**config.mk**
```make
export PLATFORM = sky130hd
export DESIGN_NAME = video_stream_sink_flat
export DESIGN_NICKNAME = d
export VERILOG_FILES = /design/src/rtl/video_stream_sink_if.sv /design/src/rtl/video_stream_sink.sv /design/src/flat_wrapper.sv
export SDC_FILE = /design/constraint.sdc
export NUM_CORES = 1
export LEC_CHECK = 0
export ABC_AREA = 1
export CORE_ASPECT_RATIO = 2
export CORE_MARGIN = 2
export CORE_UTILIZATION = 52
export CTS_CLUSTER_SIZE = 20
export DETAILED_ROUTE_END_ITERATION = 8
export MAX_ROUTING_LAYER = met4
export PLACE_DENSITY_LB_ADDON = 0.12
export SYNTH_ARGS = -nofsm -noshare
export SYNTH_HDL_FRONTEND = slang
export SYNTH_SLANG_ARGS = --single-unit
```
**constraint.sdc**
```tcl
create_clock -name clock -period 3.4 [get_ports clock]
set_input_delay 0.34 -clock clock [delete_from_list [all_inputs] [get_ports clock]]
set_output_delay 0.34 -clock clock [all_outputs]
set_load 0.05 [all_outputs]
```
**src/rtl/video_stream_sink_if.sv**
```systemverilog
// Avalon-ST video stream bundle between a pixel source and video_stream_sink.
// The slave modport is the sink's view; master is the source's view.
interface video_stream_sink_if #(
    parameter int DATA_W = 8
);
    logic              sink_valid;
    logic              sink_startofpacket;
    logic              sink_endofpacket;
    logic [DATA_W-1:0] sink_data;
    logic              sink_ready;

    modport master (
        output sink_valid,
        output sink_startofpacket,
        output sink_endofpacket,
        output sink_data,
        input  sink_ready
    );

    modport slave (
        input  sink_valid,
        input  sink_startofpacket,
        input  sink_endofpacket,
        input  sink_data,
        output sink_ready
    );
endinterface

```
**src/rtl/video_stream_sink.sv**
```systemverilog
// Avalon-ST video sink: writes each accepted pixel of a type-0 video packet into a
// linear frame buffer, and tracks complete frames and framing errors.
module video_stream_sink #(
    parameter int WIDTH  = 640,
    parameter int HEIGHT = 480,
    parameter int DATA_W = 8,
    parameter int ADDR_W = 19
) (
    input  logic                 clock,
    input  logic                 reset,
    video_stream_sink_if.slave   st,
    output logic [ADDR_W-1:0]    wr_addr,
    output logic [DATA_W-1:0]    wr_data,
    output logic                 wr_en,
    input  logic                 wr_waitrequest,
    output logic                 frame_done,
    output logic [15:0]          frame_count,
    output logic [15:0]          err_count
);
    typedef enum logic [1:0] {
        IDLE    = 2'd0,
        VIDEO   = 2'd1,
        DISCARD = 2'd2
    } state_t;

    localparam logic [ADDR_W-1:0] FRAME_PIX = ADDR_W'(WIDTH * HEIGHT);
    localparam logic [ADDR_W-1:0] LAST_IDX  = ADDR_W'(WIDTH * HEIGHT - 1);
    localparam logic [ADDR_W-1:0] IDX_ONE   = ADDR_W'(1);

    state_t              state_q, state_d;
    logic [ADDR_W-1:0]   idx_q, idx_d;
    logic [ADDR_W-1:0]   wr_addr_q, wr_addr_d;
    logic [DATA_W-1:0]   wr_data_q, wr_data_d;
    logic                wr_en_q, wr_en_d;
    logic                frame_done_q, frame_done_d;
    logic [15:0]         frame_count_q, frame_count_d;
    logic [15:0]         err_count_q, err_count_d;
    logic                ready_s, accept_s, hdr_video_s, frame_add_s;
    logic [1:0]          err_add_s;
    logic [16:0]         err_sum_s;

    // The single write register frees up in the same cycle the buffer takes it.
    assign ready_s     = !reset && (!wr_en_q || !wr_waitrequest);
    assign accept_s    = st.sink_valid && ready_s;
    assign hdr_video_s = (st.sink_data[3:0] == 4'd0);
    assign st.sink_ready = ready_s;

    // Packet state machine and write-register next-state logic.
    always_comb begin
        state_d      = state_q;
        idx_d        = idx_q;
        wr_en_d      = wr_en_q && wr_waitrequest;
        wr_addr_d    = wr_addr_q;
        wr_data_d    = wr_data_q;
        frame_done_d = 1'b0;
        frame_add_s  = 1'b0;
        err_add_s    = 2'd0;
        if (accept_s) begin
            if (st.sink_startofpacket) begin
                // A SOP inside a video packet truncates it; the SOP itself then restarts.
                err_add_s = (state_q == VIDEO) ? 2'd1 : 2'd0;
                if (st.sink_endofpacket) begin
                    state_d = IDLE;
                    if (hdr_video_s) begin
                        err_add_s = err_add_s + 2'd1;
                    end else begin
                        err_add_s = err_add_s;
                    end
                end else if (hdr_video_s) begin
                    state_d = VIDEO;
                    idx_d   = {ADDR_W{1'b0}};
                end else begin
                    state_d = DISCARD;
                end
            end else begin
                case (state_q)
                    IDLE: begin
                        err_add_s = 2'd1;
                    end
                    VIDEO: begin
                        if (idx_q < FRAME_PIX) begin
                            wr_en_d   = 1'b1;
                            wr_addr_d = idx_q;
                            wr_data_d = st.sink_data;
                            idx_d     = idx_q + IDX_ONE;
                            if (st.sink_endofpacket) begin
                                state_d = IDLE;
                                if (idx_q == LAST_IDX) begin
                                    frame_done_d = 1'b1;
                                    frame_add_s  = 1'b1;
                                end else begin
                                    err_add_s = 2'd1;
                                end
                            end else begin
                                state_d = VIDEO;
                            end
                        end else begin
                            err_add_s = 2'd1;
                            state_d   = st.sink_endofpacket ? IDLE : DISCARD;
                        end
                    end
                    DISCARD: begin
                        state_d = st.sink_endofpacket ? IDLE : DISCARD;
                    end
                    default: begin
                        state_d = IDLE;
                    end
                endcase
            end
        end else begin
            state_d = state_q;
        end
    end

    // Frame counter wraps; error counter saturates.
    always_comb begin
        err_sum_s = {1'b0, err_count_q} + {15'd0, err_add_s};
        if (err_sum_s[16]) begin
            err_count_d = 16'hFFFF;
        end else begin
            err_count_d = err_sum_s[15:0];
        end
        frame_count_d = frame_count_q + {15'd0, frame_add_s};
    end

    // State and output registers with synchronous reset.
    always_ff @(posedge clock) begin
        if (reset) begin
            state_q       <= IDLE;
            idx_q         <= {ADDR_W{1'b0}};
            wr_addr_q     <= {ADDR_W{1'b0}};
            wr_data_q     <= {DATA_W{1'b0}};
            wr_en_q       <= 1'b0;
            frame_done_q  <= 1'b0;
            frame_count_q <= 16'd0;
            err_count_q   <= 16'd0;
        end else begin
            state_q       <= state_d;
            idx_q         <= idx_d;
            wr_addr_q     <= wr_addr_d;
            wr_data_q     <= wr_data_d;
            wr_en_q       <= wr_en_d;
            frame_done_q  <= frame_done_d;
            frame_count_q <= frame_count_d;
            err_count_q   <= err_count_d;
        end
    end

    assign wr_addr     = wr_addr_q;
    assign wr_data     = wr_data_q;
    assign wr_en       = wr_en_q;
    assign frame_done  = frame_done_q;
    assign frame_count = frame_count_q;
    assign err_count   = err_count_q;
endmodule

```
**src/flat_wrapper.sv**
```systemverilog
// flat-port wrapper written by rule: the top's interface ports become plain ports
module video_stream_sink_flat 
#(
    parameter int WIDTH  = 640,
    parameter int HEIGHT = 480,
    parameter int DATA_W = 8,
    parameter int ADDR_W = 19
)
  (clock, reset, wr_addr, wr_data, wr_en, wr_waitrequest, frame_done, frame_count, err_count, st_sink_valid, st_sink_startofpacket, st_sink_endofpacket, st_sink_data, st_sink_ready);
  video_stream_sink_if #(.DATA_W(DATA_W)) st_i ();
  input  logic clock;
  input  logic reset;
  output logic [ADDR_W-1:0] wr_addr;
  output logic [DATA_W-1:0] wr_data;
  output logic wr_en;
  input  logic wr_waitrequest;
  output logic frame_done;
  output logic [15:0] frame_count;
  output logic [15:0] err_count;
  input wire logic [$bits(st_i.sink_valid)-1:0] st_sink_valid;
  input wire logic [$bits(st_i.sink_startofpacket)-1:0] st_sink_startofpacket;
  input wire logic [$bits(st_i.sink_endofpacket)-1:0] st_sink_endofpacket;
  input wire logic [$bits(st_i.sink_data)-1:0] st_sink_data;
  output wire logic [$bits(st_i.sink_ready)-1:0] st_sink_ready;
  assign st_i.sink_valid = st_sink_valid;
  assign st_i.sink_startofpacket = st_sink_startofpacket;
  assign st_i.sink_endofpacket = st_sink_endofpacket;
  assign st_i.sink_data = st_sink_data;
  assign st_sink_ready = st_i.sink_ready;
  video_stream_sink #(.WIDTH(WIDTH), .HEIGHT(HEIGHT), .DATA_W(DATA_W), .ADDR_W(ADDR_W)) u_core (.clock(clock), .reset(reset), .st(st_i), .wr_addr(wr_addr), .wr_data(wr_data), .wr_en(wr_en), .wr_waitrequest(wr_waitrequest), .frame_done(frame_done), .frame_count(frame_count), .err_count(err_count));
endmodule
```
After elaboration in Yosys (flattened, before gate mapping)
Index checks and enable logic that the tools add are counted.

Register bits: 82. Bits of input ports: 14. Output and inout bits: 62. Logic and storage cells: 66.

Add/sub/neg operators: 4. $lt $le $gt $ge: 1. Eq/ne operators: 6. Muxes and demuxes: 32. Bitwise logic cells: 1. Reduce and logical (&&, ||, !) cells: 14.

Operators by type and width (number): $mux W19 (5); $mux W2 (11); $add A19 B1 Y19 const B (1); $eq A19 B19 Y1 const B (1); $lt A19 B19 Y1 const B (1); $add A16 B2 Y17 (1); $add A16 B1 Y16 (1); $mux W16 (1); $mux W1 (13); $pmux W2 S3 (1); $reduce_and A5 Y1 (1); $logic_not A4 Y1 (1); $ne A2 B2 Y1 const B (2); $pmux W2 S2 (1); $reduce_and A4 Y1 (1); $reduce_bool A2 Y1 (2); $logic_and A1 B1 Y1 (3); $logic_not A1 Y1 (3); $add A2 B1 Y2 const B (1); $eq A2 B1 Y1 const B (1); $eq A2 B2 Y1 const B (1); $logic_not A2 Y1 (1); $ne A2 B1 Y1 const B (1); $reduce_and A2 Y1 (1); 2 further kinds (2).

Longest topological paths before layout
Word-level depth: 9. Gate-level depth with buffers: 20. Gate-level depth less buffers: 20.

Worst setup path after synthesis
Ideal clock, no wire load.

Kind: register -> register. Start: register u_core.wr_en_q, in the netlist u_core.wr_en. End: register u_core.frame_count_q[14], in the netlist u_core.frame_count[14]. Library setup time: 0.078 ns. Arrival time: 2.736 ns. Data required time: 3.322 ns. Slack: 0.586 ns. Cell stages (with the launch flop): 19. Path buffers: 2. Clock period less this slack: 2.814 ns. Cell sequence: dfxtp_1 nand2_1 and3_1 buf_2 nand3_4 nor2_8 inv_4 buf_6 nor3_1 ha_1 ha_1 nand2_1 nor2_2 nand2_1 nor2_1 nand2_1 nor3_1 nor2_1 nor3_1.

Longest elaborated chain between the ends: 6.

Ends and longest elaborated chain: from (decl) (line video_stream_sink.sv:34) `logic wr_en_q, wr_en_d;`; from (signal assigned) (line video_stream_sink.sv:142) `wr_en_q <= wr_en_d;`; $logic_not A1 Y1 (line video_stream_sink.sv:43) `assign ready_s = !reset && (!wr_en_q || !wr_waitrequest);`; $logic_or A1 B1 Y1 (line video_stream_sink.sv:43); $logic_and A1 B1 Y1 (line video_stream_sink.sv:43); $logic_and A1 B1 Y1 (line video_stream_sink.sv:44) `assign accept_s = st.sink_valid && ready_s;`; $mux W1 (line video_stream_sink.sv:58) `if (accept_s) begin`; named net u_core.frame_add_s (line video_stream_sink.sv:38) `logic ready_s, accept_s, hdr_video_s, frame_add_s;`; $add A16 B1 Y16 (line video_stream_sink.sv:123) `frame_count_d = frame_count_q + {15'd0, frame_add_s};`; to (signal assigned) (line video_stream_sink.sv:144) `frame_count_q <= frame_count_d;`; to (decl) (line video_stream_sink.sv:36) `logic [15:0] frame_count_q, frame_count_d;`.

The timed path passes the listed nets, and every way through them passes these cells. A chain may end at the register's enable or synchronous reset.

Final worst setup path
Start: register u_core.idx_q[1]. End: register u_core.frame_count_q[14], in the netlist u_core.frame_count[14].

Longest elaborated chain between the ends: 8. Elaborated cells between the ends (all ways): 9. Classes of those cells: 1 x add/sub; 1 x order compare; 1 x eq/ne; 6 x mux.

Ends and longest elaborated chain: from (decl) (line video_stream_sink.sv:31) `logic [ADDR_W-1:0] idx_q, idx_d;`; from (signal assigned) (line video_stream_sink.sv:130) `idx_q <= {ADDR_W{1'b0}};`; from (signal assigned) (line video_stream_sink.sv:139) `idx_q <= idx_d;`; branches (longest 3 deep; another with $lt A19 B19 Y1); $mux W1 * (line video_stream_sink.sv:81) `if (idx_q < FRAME_PIX) begin`; $mux W1 * (line video_stream_sink.sv:76) `case (state_q)`; $mux W1 * (line video_stream_sink.sv:59) `if (st.sink_startofpacket) begin`; $mux W1 * (line video_stream_sink.sv:58); named net u_core.frame_add_s (line video_stream_sink.sv:38); $add A16 B1 Y16 * (line video_stream_sink.sv:123).

Mark *: on every way through the listed nets, which the timed path passes.

==> out/results.tsv <==
metric	value	unit
grt_pass1_vias	3717	
drt_iter0_markers	211	
fin_skew	5.83	ps
cp-start-kind	flip-flop	
cp.arrival	3290	ps
status	finished clean	
hpwl	7220	um
clkTransAtPathRegs	60	ps
synth-edff-count	0	
synthCells	557	
synth-main-ff-cell	dfxtp_1	
syn2layout_area_growth	27.0	%
register_area	1640	um2
gp_congestion	0.935	
grt_use_total	25.4	%
syn_nets	581	
vias	3862	
crit_family	simple AND/OR/NAND/NOR gates	
holdWs	486	ps
h-tree-depth	3	
die_w	66.2	um
endpoint_kind	flip-flop	
cts_sinks	82	
post_drt_wl_per_cell	13.5	um
layout_common_cells	nand2_1, dfxtp_1, nor2_1	
placed_area	4820	um2
layout-drive-gt1-share	7.58	%
slowest_stage	dfxtp_1	
relSlewSlack	64.8	%
yosysWarningCount	0	
syn_area	4030	um2
timing.rr.start	u_core.idx_q[1]	
p_int	1590	uW
worstPathRequired	3650	ps
ys_async_sr_fraction	0	%
netlist-cell-type-count	40	
cts_hold_repair.buffers	0	
num-nets-final	654	
yosys_register_bits	82	
ctsRootBufferMaster	clkbuf_16	
fp.dieArea	8500	um2
cts_setup_buffers	0	
core	7540	um2
fp.dieH	128	um
hold_start	u_core.state_q[1]	
cp_cell_sequence	ha_1, nand2_1, nor2_2, nand3_1, nand3b_1, nor3_1, ha_1, ha_1, nand2_1, nor2_2, nand2_1, nor2_1, nand2_1, nor3_1, nor2_1, nor3_1	
numCtsBuffers	9	
crit_type	flip-flop to flip-flop	
rows	45	
multi_input_comb_area	2040	um2
drt_pre_antenna_iters	4	
seqPwrFrac	48.2	%
cts_resized	0	
drc	0	
antenna_found_initial	0	
avgSynthCellArea	7.23	um2
combPwrFrac	3.9	%
pwr-share-clk	47.9	%
max_stage_delay	380	ps
reg2reg_to	u_core.frame_count[14]	
initial_core_util	53.3	%
fin_area	5110	um2
crit_top_cell	nand2_1	
grt_pass1_wl	16400	um
avgViaCountPerCell	5.31	
seq_area_frac_synth	40.8	%
portBuffers	75	
finalCriticalPeriod	3040	ps
maxSlewViolCount	0	
whs_path_depth	2	
cap_violations	0	
ios	76	
rsz0062_at_grt	no	
final_common_cell	nand2_1	
p_switching	413	uW
worst_pin_slew	526	ps
clk_latency	330	ps
fin_setup_tns	0	ps
grt_max_degree	41	
p_leak	0.00196	uW
n_antenna_cell	0	
drt-total-wl	9840	um
globalRouteOverflowTotal	0	
path_max_fanout	5	
finalCritPeriodShare	89.5	%
min_path_type	flip-flop to flip-flop	
n_fill_cell	651	
sw_frac_of_total	20.6	%
cts_tree	yes	
clock_path_buffers	2	
p_per_area	391	nW/um2
final_antenna_net_count	0	
r2r_slack	360	ps
hold_viol	0	
timing.fmax	0.329	GHz
setup_viol	0	
min_to	u_core.state_q[1]	
r2r_cells	16	
cp_num_buf_inv	0	
peakVddDrop	0.291	mV
-- metal layers --
layer	share of wire (%)	global-route usage, %	vias to the layer above
met3	5.0	4.46	27
met1	37	26.2	1777
met4	3.6	13.0	0
met2	54	44.6	113
li1	-	-	1945
met5	0	-	-
-- sequential cells by signal, summed over array words and instances, names as in the netlist --
| register | count |
|---|---|
| u_core.wr_en | 1 |
| u_core.frame_count | 16 |
| u_core.frame_done | 1 |
| u_core.wr_data | 8 |
| u_core.state_q | 2 |
| u_core.err_count | 16 |
| u_core.wr_addr | 19 |
| u_core.idx_q | 19 |
-- layout make-up --
type	instances	share of cell area (%)
Timing Repair Buffer	81	15.6
Clock inverter	3	0.783
Tap cell	94	2.30
Multi-Input combinational cell	396	39.8
Sequential cell	82	32.1
Clock buffer	11	4.94
Inverter	60	4.48
-- worst max-delay path by stage --
| stage | from | slack, ps | end | depth (start not counted) |
|---|---|---|---|---|
| after CTS | u_core.idx_q[1] | 240 | u_core.frame_count[14] | 16 |
| final | u_core.idx_q[1] | 360 | u_core.frame_count[14] | 16 |
| after global routing | u_core.idx_q[1] | 80 | u_core.frame_count[14] | 16 |
| after global placement | st_sink_data[1] | 170 | u_core.err_count[14] | 21 |
| after floorplan | u_core.wr_en | 590 | u_core.frame_count[14] | 18 |
| after detailed placement | st_sink_data[1] | 100 | u_core.err_count[8] | 19 |
-- synthesized netlist by cell type, types with 4 or more instances --
cell type | instances | area (um2)
inv_1 | 55 | 206
o21ai_1 | 14 | 70.1
dfxtp_1 | 82 | 1640
nand2_2 | 7 | 43.8
a21oi_1 | 45 | 225
o21ai_0 | 25 | 125
nand2_1 | 102 | 383
a31oi_1 | 7 | 43.8
buf_6 | 5 | 56.3
nand3_1 | 33 | 165
nand4_1 | 5 | 31.3
ha_1 | 9 | 113
clkbuf_1 | 8 | 30.0
xor2_1 | 8 | 70.1
nor2_1 | 82 | 308
nor3_1 | 22 | 110
xnor2_1 | 6 | 52.6
nand3b_1 | 4 | 30.0
-- worst min-delay path: stages, from the launching register on --
cell	delay, ps
dfxtp_1	320
nand2_1	70
a21oi_1	50
-- cells by family (layout without fill, tap and decap cells) --
family / count (synthesis) / after routing / share of synthesized area, %
simple gates: 272 / 272 / 30.6
flops: 82 / 82 / 40.8
fa+ha+maj: 10 / 10 / 3.30
buf+inv: 79 / 155 / 8.67
xor+xnor: 14 / 14 / 3.05
compound gates: 100 / 100 / 13.6
-- power groups by stage --
stage               Sequential (uW)  Combinational (uW)  Clock [uW]
floorplan                       994                37.3           0
global placement                986                77.2           0
detailed placement              986                77.9           0
CTS                             965                78.4         973
global route                    965                85.3        1010
finish                          965                77.8         959
-- metrics by stage --
step                instances  setup slack, ps  utilization (%)  power, uW
floorplan                 557              586                -       1030
global placement          713              170             63.9       1060
detailed placement        713              104             63.9       1060
CTS                       727              239             67.7       2020
global route              727             83.7             67.8       2060
finish                    727              358             67.8       2000
(Power assumes the default switching activity.)
==> RTL edit: new RTL, same settings <==
The 3 states of `state_t` get a one-hot encoding in 3 bits.
--- a/src/rtl/video_stream_sink.sv
+++ b/src/rtl/video_stream_sink.sv
@@ -18,8 +18,8 @@
     output logic [15:0]          err_count
 );
-    typedef enum logic [1:0] {
-        IDLE    = 2'd0,
-        VIDEO   = 2'd1,
-        DISCARD = 2'd2
+    typedef enum logic [2:0] {
+        IDLE    = 3'b001,
+        VIDEO   = 3'b010,
+        DISCARD = 3'b100
     } state_t;
 
Check against the original RTL: same outputs for any inputs over 4 cycles, from zero or initial values and one cycle with reset high; so few cycles prove little.
==> RTL edit against the unedited design <==
Sequential power up 1%. Final cell count decreased by 2.3%. Wire length grew 3.3%. Area after synthesis shrank 4.8%. Design area is 3.0% lower. Sequential cell count increased by 1. Worst setup slack better by 18 ps. Die area down 4.6%. Power fell by 1.2%. Utilization rose by 0.98 points. Highest routed layer unchanged.
==> RTL edit: results (changes against the unedited design) <==
worst hold endpoint=u_core.frame_count[14]; GRT Total Usage=27.05% (+1.7 points); wl on met1=3.731 mm (+2.2%); Leak=1.979 nW (+0.96%); Layout Skew=5.106 ps (-0.7270 ps); Worst R2R Path Depth=17 (+1); H-tree depth=3 (unchanged); cell count after synthesis=535 (-3.9%); DR top layer=met4; routability cong.=0.9508 (+1.7%); Slew HR=62.91% (-1.9 points); detailed-route wire length per cell=14.31 µm (+5.8%); Hold Startpoint=u_core.frame_count[14]; WP data arrival=3250 ps (-40 ps); r2r endpoint=u_core.frame_count[12]; hold path cells=2 (unchanged); Most used DFF post-synth=dfxtp_1; vias per cell=5.318 (+0.11%); # diodes=0 (unchanged); Worst R2R Setup Slack=380 ps (+20 ps); first-pass iteration count of the detailed router=5 (+1); syn nets=556 (-4.3%); CP peak stage delay=390 ps; worst vdd ir=0.3087 mV (+5.9%); first-pass GRT wire length=16.68 mm (+1.5%); share of layout cells above drive strength 1=5.663% (-1.9 points); Final #Nets=635 (-2.9%); 1st-iter DRT viols=235 (+11%); outcome=finished, final reports clean; clk buf depth=2 (unchanged); clk root buf=clkbuf_16; routed via count=3776 (-2.2%); r2r startpoint=u_core.idx_q[0]; CTS Buf Count=9 (unchanged); number of fill cells=626 (-3.8%); ys async rst share=0% (unchanged); maximum fanout along the worst path=6 (+1); pin count of the biggest net entering global routing=45 (+9.8%); Clk pin slew, worst setup/hold paths=60 ps (about the same); vias in the first global route=3736 (+0.51%); Port Buffers=75 (unchanged); commonest cells in the netlist=nand2_1, dfxtp_1, nor2_1; Met2 Wirelength=5.836 mm (+9.4%); dominant cells by area after synthesis=dfxtp_1, nand2_1, a21oi_1, nor2_1, inv_1; worst min-delay path class=flip-flop to flip-flop; antenna violations before repair=0 (unchanged); Synth warnings=0 (unchanged); CP delay by family, top=simple AND/OR/NAND/NOR gates; met3 routed WL=339 µm (-31%); Synth cell types=35 (-13%); clock latency on the worst-skew pair=about 340 ps; register area share after synthesis=43.37% (+2.6 points); CP max-delay cell=dfxtp_2; placed cells=695 (-2.5%); post-detail-place hpwl=7.487 mm (+3.7%)
-- RTL edit: cell count changes after synthesis, moves of 6 or more --
cell,unedited run,this run
o21ai_1,14,1
a21oi_1,45,56
inv_1,55,65
a31oi_1,7,1
nand2_2,7,0
nand4_1,5,16
nand2_1,102,95
o21ai_0,25,41
nor3_1,22,16
nor2_1,82,69
-- RTL edit: worst register-to-register path: stages (launching register included) --
cell and delay, ps:
dfxtp_2 390, ha_1 230, nand3_1 90, nor2_1 210, nand3_1 140, nor2_1 110, nand3_1 150, nor3_1 180
ha_1 210, ha_1 180, nand2_1 60, inv_1 100, nand4_1 230, nor2_2 210, nand2_1 120, nor2_1 100
nand2_1 50, and3_1 160
-- RTL edit: report_power, final --
part | switching, mW | leakage (nW) | internal, mW
logic | 0.0485 | 1.17 | 0.0288
clock network | 0.361 | 0.136 | 0.563
registers | 0.00260 | 0.669 | 0.975
-- RTL edit: kinds of logic after synthesis --
kind of cell | count (synthesis) | share of synthesized area [%]
AOI/OAI and AO/OA | 104 | 13.95
DFF | 83 | 43.37
and+or+nand+nor | 249 | 29.52
xor gates and xnor gates | 9 | 2.058
adders and majority gates | 7 | 2.482
buffers and inverters | 83 | 8.622
-- RTL edit: repair_timing --
| action | CTS | global route |
|---|---|---|
| endpoints found under the setup margin | 0 | 2 |
| hold buffers | 0 | 0 |
| resized for setup | 0 | 2 |
| buffers inserted | 0 | 0 |
-- RTL edit: worst max-delay path by stage --
stage                               start                endpoint  slack [ps]
after floorplan              u_core.wr_en  u_core.frame_count[12]         610
after global placement    st_sink_data[2]     u_core.err_count[8]         180
after detailed placement  st_sink_data[2]     u_core.err_count[8]          90
after CTS                 u_core.idx_q[0]  u_core.frame_count[12]         220
after global routing      u_core.idx_q[0]  u_core.frame_count[12]          60
final                     u_core.idx_q[0]  u_core.frame_count[12]         380
-- RTL edit: layout make-up --
class | instances | area (µm²) | share of cell area, %
flip-flops and latches | 83 | 1663 | 33.54
well taps | 92 | 115.1 | 2.321
clock buffers | 12 | 236.5 | 4.769
repair buffers | 82 | 803.3 | 16.20
multi-input cells | 369 | 1842 | 37.14
clock inverters | 3 | 40.04 | 0.8075
inverters | 69 | 259.0 | 5.223
-- RTL edit: stage by stage --
step / total power, mW / instance area [µm²] / hold WS [ps] / setup WS [ps]
4_1_cts: 1.993 / 4955 / 486.8 / 223.5
3_3_place_gp: 1.076 / 4678 / 461.0 / 175.9
5_1_grt: 2.041 / 4959 / 510.5 / 56.51
3_5_place_dp: 1.077 / 4678 / 477.7 / 91.41
2_1_floorplan: 1.040 / 3831 / 450.4 / 611.8
6_report: 1.979 / 4959 / 492.5 / 376.1
-- RTL edit: metal layers --
metal,vias up,GRT usage [%]
met3,17,5.126
li1,1910,-
met4,0,11.14
met2,86,51.59
met1,1763,25.33
met5,-,-
